$ cat src/rtl/uart_pkg.sv
// Shared constants for the memory-mapped UART transmitter: register offsets,
// serialiser state encodings and divisor defaults.
package uart_pkg;

    localparam logic [31:0] OFF_DATA      = 32'h0000_0000;
    localparam logic [31:0] OFF_BUSY      = 32'h0000_0004;
    localparam logic [31:0] OFF_DIV       = 32'h0000_0008;
    localparam logic [31:0] OFF_PARITY_EN = 32'h0000_000C;
    localparam logic [31:0] OFF_STOP2     = 32'h0000_0010;
    localparam logic [31:0] OFF_FULL      = 32'h0000_0014;
    localparam logic [31:0] OFF_SOFT_RST  = 32'h0000_0024;

    localparam logic [15:0] UART_DEFAULT_DIV = 16'd1042;
    localparam logic [15:0] UART_MIN_DIV     = 16'd2;

    localparam int unsigned FIFO_DEPTH = 4;

    localparam logic [2:0] ST_IDLE   = 3'd0;
    localparam logic [2:0] ST_START  = 3'd1;
    localparam logic [2:0] ST_DATA   = 3'd2;
    localparam logic [2:0] ST_PARITY = 3'd3;
    localparam logic [2:0] ST_STOP   = 3'd4;

    typedef enum logic [2:0] {
        TX_IDLE   = ST_IDLE,
        TX_START  = ST_START,
        TX_DATA   = ST_DATA,
        TX_PARITY = ST_PARITY,
        TX_STOP   = ST_STOP
    } tx_state_t;

endpackage

$ cat src/rtl/uart_tx_sb_ctrl_if.sv
// System-bus responder port of the UART transmitter: LSU request in, registered read data out.
interface uart_tx_sb_ctrl_if;

    logic        req_i;
    logic        write_enable_i;
    logic [31:0] addr_i;
    logic [31:0] write_data_i;
    logic [31:0] read_data_o;

    modport master (
        output req_i,
        output write_enable_i,
        output addr_i,
        output write_data_i,
        input  read_data_o
    );

    modport slave (
        input  req_i,
        input  write_enable_i,
        input  addr_i,
        input  write_data_i,
        output read_data_o
    );

endinterface

$ cat src/rtl/uart_tx_core.sv
// UART serialiser: start bit, 8 data bits LSB first, optional even parity, 1 or 2 stop bits.
// Framing and the byte are latched on start; a start is accepted in IDLE or in the last stop cycle.
module uart_tx_core
    import uart_pkg::*;
#(
    parameter logic [15:0] MIN_DIV = UART_MIN_DIV
) (
    input  logic        clk,
    input  logic        rst,
    input  logic        clr,
    input  logic        start,
    input  logic [7:0]  data,
    input  logic [15:0] div,
    input  logic        parity_en,
    input  logic        stop2,
    output logic        tx,
    output logic        busy,
    output logic        last_c
);

    logic [2:0]  state_q, state_d;
    logic [15:0] baud_q, baud_d;
    logic [15:0] div_q, div_d;
    logic [2:0]  bit_q, bit_d;
    logic [7:0]  shift_q, shift_d;
    logic        par_q, par_d;
    logic        par_en_q, par_en_d;
    logic        stop2_q, stop2_d;
    logic        stop_cnt_q, stop_cnt_d;
    logic        tx_d, busy_d;
    logic        baud_last;
    logic        accept;

    assign baud_last = (baud_q == div_q - 16'd1);
    assign last_c    = (state_q == ST_STOP) & baud_last & (~stop2_q | stop_cnt_q);
    assign accept    = start & ((state_q == ST_IDLE) | last_c);

    always_ff @(posedge clk or posedge rst) begin
        if (rst) begin
            state_q    <= ST_IDLE;
            baud_q     <= '0;
            div_q      <= MIN_DIV;
            bit_q      <= '0;
            shift_q    <= '0;
            par_q      <= 1'b0;
            par_en_q   <= 1'b0;
            stop2_q    <= 1'b0;
            stop_cnt_q <= 1'b0;
            tx         <= 1'b1;
            busy       <= 1'b0;
        end else begin
            state_q    <= state_d;
            baud_q     <= baud_d;
            div_q      <= div_d;
            bit_q      <= bit_d;
            shift_q    <= shift_d;
            par_q      <= par_d;
            par_en_q   <= par_en_d;
            stop2_q    <= stop2_d;
            stop_cnt_q <= stop_cnt_d;
            tx         <= tx_d;
            busy       <= busy_d;
        end
    end

    always_comb begin
        state_d    = state_q;
        baud_d     = baud_q;
        div_d      = div_q;
        bit_d      = bit_q;
        shift_d    = shift_q;
        par_d      = par_q;
        par_en_d   = par_en_q;
        stop2_d    = stop2_q;
        stop_cnt_d = stop_cnt_q;
        tx_d       = tx;
        busy_d     = busy;

        if (state_q != ST_IDLE) begin
            baud_d = baud_last ? 16'd0 : baud_q + 16'd1;
        end

        case (state_q)
            ST_IDLE: ;
            ST_START: begin
                if (baud_last) begin
                    state_d = ST_DATA;
                    bit_d   = 3'd0;
                    tx_d    = shift_q[0];
                end
            end
            ST_DATA: begin
                if (baud_last) begin
                    if (bit_q == 3'd7) begin
                        state_d    = par_en_q ? ST_PARITY : ST_STOP;
                        tx_d       = par_en_q ? par_q : 1'b1;
                        stop_cnt_d = 1'b0;
                    end else begin
                        bit_d   = bit_q + 3'd1;
                        shift_d = {1'b0, shift_q[7:1]};
                        tx_d    = shift_q[1];
                    end
                end
            end
            ST_PARITY: begin
                if (baud_last) begin
                    state_d    = ST_STOP;
                    tx_d       = 1'b1;
                    stop_cnt_d = 1'b0;
                end
            end
            ST_STOP: begin
                if (last_c) begin
                    state_d = ST_IDLE;
                    busy_d  = 1'b0;
                end else if (baud_last) begin
                    stop_cnt_d = 1'b1;
                end
            end
            default: begin
                state_d = ST_IDLE;
                tx_d    = 1'b1;
                busy_d  = 1'b0;
            end
        endcase

        // Back-to-back start overrides the return to IDLE for gap-free frames
        if (accept) begin
            state_d    = ST_START;
            baud_d     = 16'd0;
            div_d      = (div < MIN_DIV) ? MIN_DIV : div;
            bit_d      = 3'd0;
            shift_d    = data;
            par_d      = ^data;
            par_en_d   = parity_en;
            stop2_d    = stop2;
            stop_cnt_d = 1'b0;
            tx_d       = 1'b0;
            busy_d     = 1'b1;
        end

        if (clr) begin
            state_d    = ST_IDLE;
            baud_d     = 16'd0;
            bit_d      = 3'd0;
            stop_cnt_d = 1'b0;
            tx_d       = 1'b1;
            busy_d     = 1'b0;
        end
    end

endmodule

$ cat src/rtl/uart_tx_sb_ctrl.sv
// Memory-mapped UART transmitter on the system bus: register file, read port and serialiser.
// Define UART_TX_FIFO_EN for a 4-entry transmit FIFO and the FULL status register.
module uart_tx_sb_ctrl
    import uart_pkg::*;
#(
    parameter logic [15:0] DEFAULT_DIV = UART_DEFAULT_DIV,
    parameter logic [15:0] MIN_DIV     = UART_MIN_DIV
) (
    input  logic             clk_i,
    input  logic             rst_i,
    uart_tx_sb_ctrl_if.slave bus,
    output logic             tx_o,
    output logic             busy_o
);

    logic        wr, rd;
    logic        data_wr, soft_rst, cfg_we;
    logic [15:0] div_q;
    logic        par_en_q, stop2_q;
    logic        core_start, core_last_c;
    logic [7:0]  core_byte;
    logic [31:0] rdata;
    logic        unused_wdata;

    assign wr           = bus.req_i & bus.write_enable_i;
    assign rd           = bus.req_i & ~bus.write_enable_i;
    assign data_wr      = wr & (bus.addr_i == OFF_DATA);
    assign soft_rst     = wr & (bus.addr_i == OFF_SOFT_RST) & bus.write_data_i[0];
    assign cfg_we       = wr & ~busy_o;
    assign unused_wdata = ^bus.write_data_i[31:16];

    // Framing registers are frozen while a frame (or queued frame) is in flight
    always_ff @(posedge clk_i or posedge rst_i) begin
        if (rst_i) begin
            div_q    <= DEFAULT_DIV;
            par_en_q <= 1'b1;
            stop2_q  <= 1'b0;
        end else if (soft_rst) begin
            div_q    <= DEFAULT_DIV;
            par_en_q <= 1'b1;
            stop2_q  <= 1'b0;
        end else if (cfg_we) begin
            case (bus.addr_i)
                OFF_DIV:       div_q    <= bus.write_data_i[15:0];
                OFF_PARITY_EN: par_en_q <= bus.write_data_i[0];
                OFF_STOP2:     stop2_q  <= bus.write_data_i[0];
                default: ;
            endcase
        end
    end

`ifdef UART_TX_FIFO_EN
    logic [7:0] mem [FIFO_DEPTH];
    logic [1:0] wr_ptr, rd_ptr;
    logic [2:0] cnt;
    logic       full, push, pop;

    // The head entry is the byte on the wire; it leaves when its frame completes
    assign full       = (cnt == 3'(FIFO_DEPTH));
    assign push       = data_wr & ~full & ~soft_rst;
    assign pop        = core_last_c & (cnt != 3'd0);
    assign core_start = ((cnt == 3'd0) & data_wr)
                      | (core_last_c & ((cnt >= 3'd2) | ((cnt == 3'd1) & data_wr)));
    assign core_byte  = (cnt >= 3'd2) ? mem[2'(rd_ptr + 2'd1)] : bus.write_data_i[7:0];

    always_ff @(posedge clk_i or posedge rst_i) begin
        if (rst_i) begin
            wr_ptr <= '0;
            rd_ptr <= '0;
            cnt    <= '0;
        end else if (soft_rst) begin
            wr_ptr <= '0;
            rd_ptr <= '0;
            cnt    <= '0;
        end else begin
            if (push) wr_ptr <= 2'(wr_ptr + 2'd1);
            if (pop)  rd_ptr <= 2'(rd_ptr + 2'd1);
            cnt <= 3'(cnt + {2'd0, push} - {2'd0, pop});
        end
    end

    always_ff @(posedge clk_i) begin
        if (push) mem[wr_ptr] <= bus.write_data_i[7:0];
    end
`else
    logic unused_last;

    assign unused_last = core_last_c;
    assign core_start  = data_wr & ~busy_o;
    assign core_byte   = bus.write_data_i[7:0];
`endif

    always_comb begin
        rdata = '0;
        case (bus.addr_i)
            OFF_BUSY:      rdata = {31'd0, busy_o};
            OFF_DIV:       rdata = {16'd0, div_q};
            OFF_PARITY_EN: rdata = {31'd0, par_en_q};
            OFF_STOP2:     rdata = {31'd0, stop2_q};
`ifdef UART_TX_FIFO_EN
            OFF_FULL:      rdata = {31'd0, full};
`endif
            default:       rdata = '0;
        endcase
    end

    always_ff @(posedge clk_i or posedge rst_i) begin
        if (rst_i) begin
            bus.read_data_o <= '0;
        end else if (rd) begin
            bus.read_data_o <= rdata;
        end
    end

    // With the FIFO, a non-empty queue always implies an active frame, so core busy covers both
    uart_tx_core #(
        .MIN_DIV (MIN_DIV)
    ) u_core (
        .clk       (clk_i),
        .rst       (rst_i),
        .clr       (soft_rst),
        .start     (core_start),
        .data      (core_byte),
        .div       (div_q),
        .parity_en (par_en_q),
        .stop2     (stop2_q),
        .tx        (tx_o),
        .busy      (busy_o),
        .last_c    (core_last_c)
    );

endmodule

$ cat src/flat_wrapper.sv
// flat-port wrapper written by rule: the top's interface ports become plain ports
module uart_tx_sb_ctrl_flat import uart_pkg::*;
#(
    parameter logic [15:0] DEFAULT_DIV = UART_DEFAULT_DIV,
    parameter logic [15:0] MIN_DIV     = UART_MIN_DIV
)
  (clk_i, rst_i, tx_o, busy_o, bus_req_i, bus_write_enable_i, bus_addr_i, bus_write_data_i, bus_read_data_o);
  uart_tx_sb_ctrl_if bus_i ();
  input  logic clk_i;
  input  logic rst_i;
  output logic tx_o;
  output logic busy_o;
  input wire logic [$bits(bus_i.req_i)-1:0] bus_req_i;
  input wire logic [$bits(bus_i.write_enable_i)-1:0] bus_write_enable_i;
  input wire logic [$bits(bus_i.addr_i)-1:0] bus_addr_i;
  input wire logic [$bits(bus_i.write_data_i)-1:0] bus_write_data_i;
  output wire logic [$bits(bus_i.read_data_o)-1:0] bus_read_data_o;
  assign bus_i.req_i = bus_req_i;
  assign bus_i.write_enable_i = bus_write_enable_i;
  assign bus_i.addr_i = bus_addr_i;
  assign bus_i.write_data_i = bus_write_data_i;
  assign bus_read_data_o = bus_i.read_data_o;
  uart_tx_sb_ctrl #(.DEFAULT_DIV(DEFAULT_DIV), .MIN_DIV(MIN_DIV)) u_core (.clk_i(clk_i), .rst_i(rst_i), .bus(bus_i), .tx_o(tx_o), .busy_o(busy_o));
endmodule
$ cat config.mk
export PLATFORM = sky130hd
export DESIGN_NAME = uart_tx_sb_ctrl_flat
export DESIGN_NICKNAME = d
export VERILOG_FILES = /design/src/rtl/uart_pkg.sv /design/src/rtl/uart_tx_sb_ctrl_if.sv /design/src/rtl/uart_tx_core.sv /design/src/rtl/uart_tx_sb_ctrl.sv /design/src/flat_wrapper.sv
export SDC_FILE = /design/constraint.sdc
export NUM_CORES = 1
export LEC_CHECK = 0
export BUFFER_PORTS_ARGS = -buffer_cell sky130_fd_sc_hd__buf_2
export CORE_ASPECT_RATIO = 0.5
export CORE_UTILIZATION = 55
export DETAILED_ROUTE_END_ITERATION = 10
export PLACE_DENSITY = 0.85
export SYNTH_ARGS = -nofsm -noshare
export SYNTH_HDL_FRONTEND = slang
export SYNTH_SLANG_ARGS = --single-unit
export TNS_END_PERCENT = 1
$ cat constraint.sdc
create_clock -name clk_i -period 3.95 [get_ports clk_i]
set_input_delay 0 -clock clk_i [delete_from_list [all_inputs] [get_ports clk_i]]
set_output_delay 0 -clock clk_i [all_outputs]
set_load 0.02 [all_outputs]
After elaboration in Yosys (flattened, before gate mapping)
Index checks and enable logic that the tools add are counted.
{"block": "totals", "reg_bits": 102, "input_bits": 68}
{"block": "op_classes", "addsub": 3, "n_lt_le_gt_ge": 1, "n_eq_ne": 23, "mux": 53, "bitwise": 15, "reduce_logical": 24}
{"cell": "two-way mux 16 bit", "n": 8}
{"cell": "== test 32 x 4 -> 1 bit, second input constant", "n": 2}
{"cell": "case mux 16 bit (4 select lines)", "n": 1}
{"cell": "two-way mux 3 bit", "n": 13}
{"cell": "== test 32 x 3 -> 1 bit, second input constant", "n": 1}
{"cell": "== test 32 x 5 -> 1 bit, second input constant", "n": 1}
{"cell": "== test 32 x 6 -> 1 bit, second input constant", "n": 1}
{"cell": "zero test 32 bit", "n": 1}
{"cell": "two-way mux 8 bit", "n": 4}
{"cell": "!= test 4 x 3 -> 1 bit, second input constant", "n": 8}
{"cell": "two-way mux 1 bit", "n": 22}
{"cell": "adder 16 x 1 -> 16 bit, second input constant", "n": 1}
{"cell": "== test 16 bit", "n": 1}
{"cell": "< comparator 16 x 2 -> 1 bit, second input constant", "n": 1}
{"cell": "subtractor 16 x 1 -> 16 bit, second input constant", "n": 1}
{"cell": "case mux 3 bit (5 select lines)", "n": 1}
{"cell": "AND reduction 6 bit", "n": 2}
{"cell": "nonzero test 2 bit", "n": 6}
{"cell": "AND 1 bit", "n": 10}
{"cell": "AND reduction 2 bit", "n": 4}
{"cell": "AND reduction 4 bit", "n": 2}
{"cell": "parity 8 bit", "n": 1}
{"cell": "== test 3 x 2 -> 1 bit, second input constant", "n": 2}
{"cell": "== test 3 bit, second input constant", "n": 2}
{"cell": "18 further kinds", "n": 23}

Logic depth before layout (Yosys ltp)
{"block": "logic_depth", "word_depth": 8, "mapped_depth": 11, "ltp_nobuf": 10}

Hierarchy
A second synthesis with hierarchy kept.
{"block": "unflattened", "cells_unflattened": 480, "area_unflattened_um2": 4943.5}
{"module": "uart_tx_core", "n_inst": 1, "cells_per_inst": 333, "area_per_inst_um2": 3239.4, "seq_area_each_um2": 1303.8}
{"module": "uart_tx_sb_ctrl", "n_inst": 1, "cells_per_inst": 147, "area_per_inst_um2": 1704.1, "seq_area_each_um2": 855.8}

Worst setup path after synthesis
Ideal clock, no wire load.
{"block": "synth_timing", "path_type": "reg2reg", "start": "reg u_core.u_core.div_q[2]", "end": "reg u_core.u_core.shift_q[7]", "setup_time_ns": 0.125, "t_arrival_ns": 2.966, "required_time_ns": 3.825, "path_slack_ns": 0.859, "path_stages_with_launch": 11, "path_buffers": 2, "path_cell_list": "dfrtp_1 -> buf_6 -> or4_4 -> buf_6 -> nor4_1 -> xnor2_1 -> o2111ai_2 -> or4_4 -> nor3_4 -> nor2b_2 -> mux2_4"}
{"block": "synth_between", "elab_chain_cells": 8, "word_cells_on_any_way": 11, "cone_classes": "add/sub (1); eq/ne (2); mux (1); bitwise (4); reduce/logical (3)"}
{"item": "start: declaration", "line_no": "uart_tx_core.sv:23", "source": "logic [15:0] div_q, div_d;"}
{"item": "start signal: assignment", "line_no": "uart_tx_core.sv:54", "source": "div_q <= div_d;"}
{"item": "subtractor 16 x 1 -> 16 bit (*)", "line_no": "uart_tx_core.sv:34", "source": "assign baud_last = (baud_q == div_q - 16'd1);"}
{"item": "== test 16 bit (*)", "line_no": "uart_tx_core.sv:34"}
{"item": "AND 1 bit (2 in a row)", "line_no": "uart_tx_core.sv:35", "source": "assign last_c = (state_q == ST_STOP) & baud_last & (~stop2_q | stop_cnt_q);"}
{"item": "OR 1 bit", "line_no": "uart_tx_core.sv:36", "source": "assign accept = start & ((state_q == ST_IDLE) | last_c);"}
{"item": "AND 1 bit", "line_no": "uart_tx_core.sv:36"}
{"item": "!= test 2 bit (no source line) or nonzero test 2 bit (tied branches)"}
{"item": "AND reduction 3 bit (no source line)"}
{"item": "end signal: assignment", "line_no": "uart_tx_core.sv:56", "source": "shift_q <= shift_d;"}
{"item": "end: declaration", "line_no": "uart_tx_core.sv:25", "source": "logic [7:0] shift_q, shift_d;"}
Mark *: on every way between the ends. The rest lies on a longest branch, timed or not.
A chain may end at the register's enable or synchronous reset.

Final worst setup path
{"block": "layout_timing", "start": "reg u_core.u_core.div_q[2]", "end": "reg u_core.u_core.div_q[9]"}
{"block": "layout_between", "elab_chain_cells": 6}
{"item": "subtractor 16 x 1 -> 16 bit", "line_no": "uart_tx_core.sv:34"}
{"item": "== test 16 bit", "line_no": "uart_tx_core.sv:34"}
{"item": "AND 1 bit (2 in a row)", "line_no": "uart_tx_core.sv:35"}
{"item": "OR 1 bit", "line_no": "uart_tx_core.sv:36"}
{"item": "AND 1 bit", "line_no": "uart_tx_core.sv:36"}
No other way between the ends.

==> flow_summary.toml <==
[clock_network]
tritoncts = "done"
htreeDepth = 3
cts_resized = 0
clock_latency_ns = 0.35
numCtsBuffers = 9
clkTransAtPathRegs_ns = 0.06
cts.sinks = 86
cts_root_buf = "clkbuf_16"
ctsHoldBuffers = 17
cts_buffer_depth = 2
post_cts_buffers = 0

[cells_and_area]
area_growth_pct = 16.9
multiInputGateArea_um2 = 2530
ff_latch_area_um2 = 2160
antenna_cells = 0
layout_commonest_cell = "dfrtp_1"
fillers = 568
layout_common_cells = "80 x dfrtp_1, 69 x buf_2, 52 x nand2_1"
fin_cells = 701
drive_gt1_share_pct = 20.2
fin_nets = 657

[logic_synthesis]
synth_seq_cells = 86
async_reset_ff_share_pct = 100
syn_avg_cell_area_um2 = 9.76
yosysWarningCount = 0
seq_area_frac_synth_pct = 43.9
ys.flop_type = "dfrtp_1"
synth-edff-count = 0
synth_area_um2 = 4920
netlist_instances = 504
synth_cell_types = 71

[critical_path]
crit_path_start_kind = "flop"
worst_path_max_delay_cell = "or4_4"
crit_arrival_ns = 3.93
end_kind = "flop"
crit_fanout = 19
max_stage_delay_ns = 0.59
cp_cell_sequence = "or4_4 > nor4b_4 > xor2_1 > o31ai_1 > o21ba_2 > a31o_2 > nand2_1 > buf_4 > mux2_1"
path_class = "reg2reg"
worstPathRequired_ns = 4.18

[sta]
slew_violations = 0
worst_pin_slew_ns = 0.934
finalHoldViolations = 0
rsz0062_at_grt = "no"
clock-skew-final_ns = 0.00909
setup_violations = 0
slew_headroom_pct = 37.3
finalWorstSetupSlack_ns = 0.246
whs_ns = 0.124
fin_crit_sh_pct = 93.8
clock.fmax_mhz = 270
fin_crit_ns = 3.70
fin_tns_setup_ns = 0

[global_route]
grt_pass1_vias = 4101
grtUsageMet2_pct = 48.0
grt_pass1_wl_mm = 20.3
gr-total-overflow = 0
top_usage_layer = "met2"
grt_max_degree = 59
grt.met1_usage_pct = 37.8
gr-usage-met3_pct = 6.43
antenna_found_initial = 0
grt_util_all_layers_pct = 29.0

[routing]
vias = 4272
drt-vias-per-instance = 6.09
wl_per_cell_um = 17.6
drt_iter0_drc = 445
drt_wl_total_mm = 12.4
drc = 0
ant_nets = 0
first_pass_iters = 5

[run_status]
outcome = "finished, final reports clean"

[die]
io_pins = 102
start_util_pct = 59.2
die_h_um = 68.9
core_area_um2 = 8320
design.die.area_um2 = 9350
rows = 23
die_w_um = 136

[placement]
dpl.cell_count = 669
port_buffers = 69
dp_slack_ns = 0.357
place.detailed.hpwl_mm = 8.44
gp_congestion = 0.866

[power]
power_mw = 1.84
p_leak_nw = 2.83
power_density_nw_per_um2 = 321
peakVddDrop_mv = 0.257

[hold_path]
min-delay-path-class = "in2reg"

[run]
maxCapViolations = 0
[cell type report]
cell class,instances,area share (%)
clock inverters,4,0.957
flip-flops and latches,86,37.5
clock buffers,11,4.22
repair buffers,92,9.74
multi-input cells,379,44.0
well taps,112,2.44
inverters,17,1.13
[registers in the layout, indices dropped and copies added (netlist names)]
signal and count:
u_core.bus.read_data_o 16, u_core.div_q 16, u_core.par_en_q 1, u_core.stop2_q 1, u_core.u_core.baud_q 16, u_core.u_core.bit_q 3
u_core.u_core.busy 1, u_core.u_core.div_q 16, u_core.u_core.par_en_q 1, u_core.u_core.par_q 1, u_core.u_core.shift_q 8, u_core.u_core.state_q 3
u_core.u_core.stop2_q 1, u_core.u_core.stop_cnt_q 1, u_core.u_core.tx 1
[report_power, final]
part	switching [mW]	internal (mW)
registers	0.000441	0.881
logic	0.0594	0.0401
clock network	0.355	0.508
total	0.415	1.43
[per-stage QoR]
| step | util, % | cell area [um2] |
|---|---|---|
| global route | 69.2 | 5750 |
| detailed placement | 63.5 | 5290 |
| floorplan | - | 4980 |
| global placement | 63.5 | 5290 |
| CTS | 69.2 | 5750 |
| finish | 69.2 | 5750 |
[cell families after synthesis]
group	after synthesis	share of synthesized area (%)
AND/OR/NAND/NOR	196	21.5
multiplexers	31	6.84
flip-flops	86	43.9
XOR/XNOR	35	6.38
adder cells (fa/ha/maj)	4	1.02
other	1	0.0762
buffers and inverters	54	5.82
AO/OA/AOI/OAI	97	14.4
[metal layers]
metal	wire length (um)	share of wire (%)
met1	5250	43
met2	5870	47
met3	1040	8.4
met4	192	1.6
met5	0	0
[synth_stat cells, drive strengths merged (8+ instances only)]
cell type,number,area [um2]
dfrtp,80,2000
nand2,52,195
nand3,29,145
nor2,29,109
o21ai,29,156
buf,22,166
nor3,20,111
mux2,18,206
xor2,18,158
a22o,17,149
inv,17,63.8
xnor2,17,156
clkbuf,15,56.3
nor4,15,109
mux2i,13,130
and3,11,68.8
a21oi,10,50.1
nand4,8,50.1
[final timing paths]
path	start	endpoint	slack [ns]	cells past startpoint
worst max-delay path	u_core.u_core.div_q[2]	u_core.u_core.div_q[9]	0.25	9
worst min-delay path	bus_addr_i[2]	u_core.par_en_q	0.12	5
worst max register to register	u_core.u_core.div_q[2]	u_core.u_core.div_q[9]	0.25	9
worst min register to register	u_core.bus.read_data_o[8]	u_core.bus.read_data_o[8]	0.50	1
max in group asynchronous	rst_i	u_core.div_q[13]	2.64	4
min in group asynchronous	rst_i	u_core.bus.read_data_o[12]	0.22	3
[worst max-delay path, delay by kind of cell, from the launching register on]
family,cells,cell delay (ns)
xor+xnor,1,0.13
compound gates,3,1.27
flops,1,0.47
simple gates,3,1.11
buf+inv,1,0.25
mux,1,0.34
Note: power is estimated with default switching activity, not from simulation.
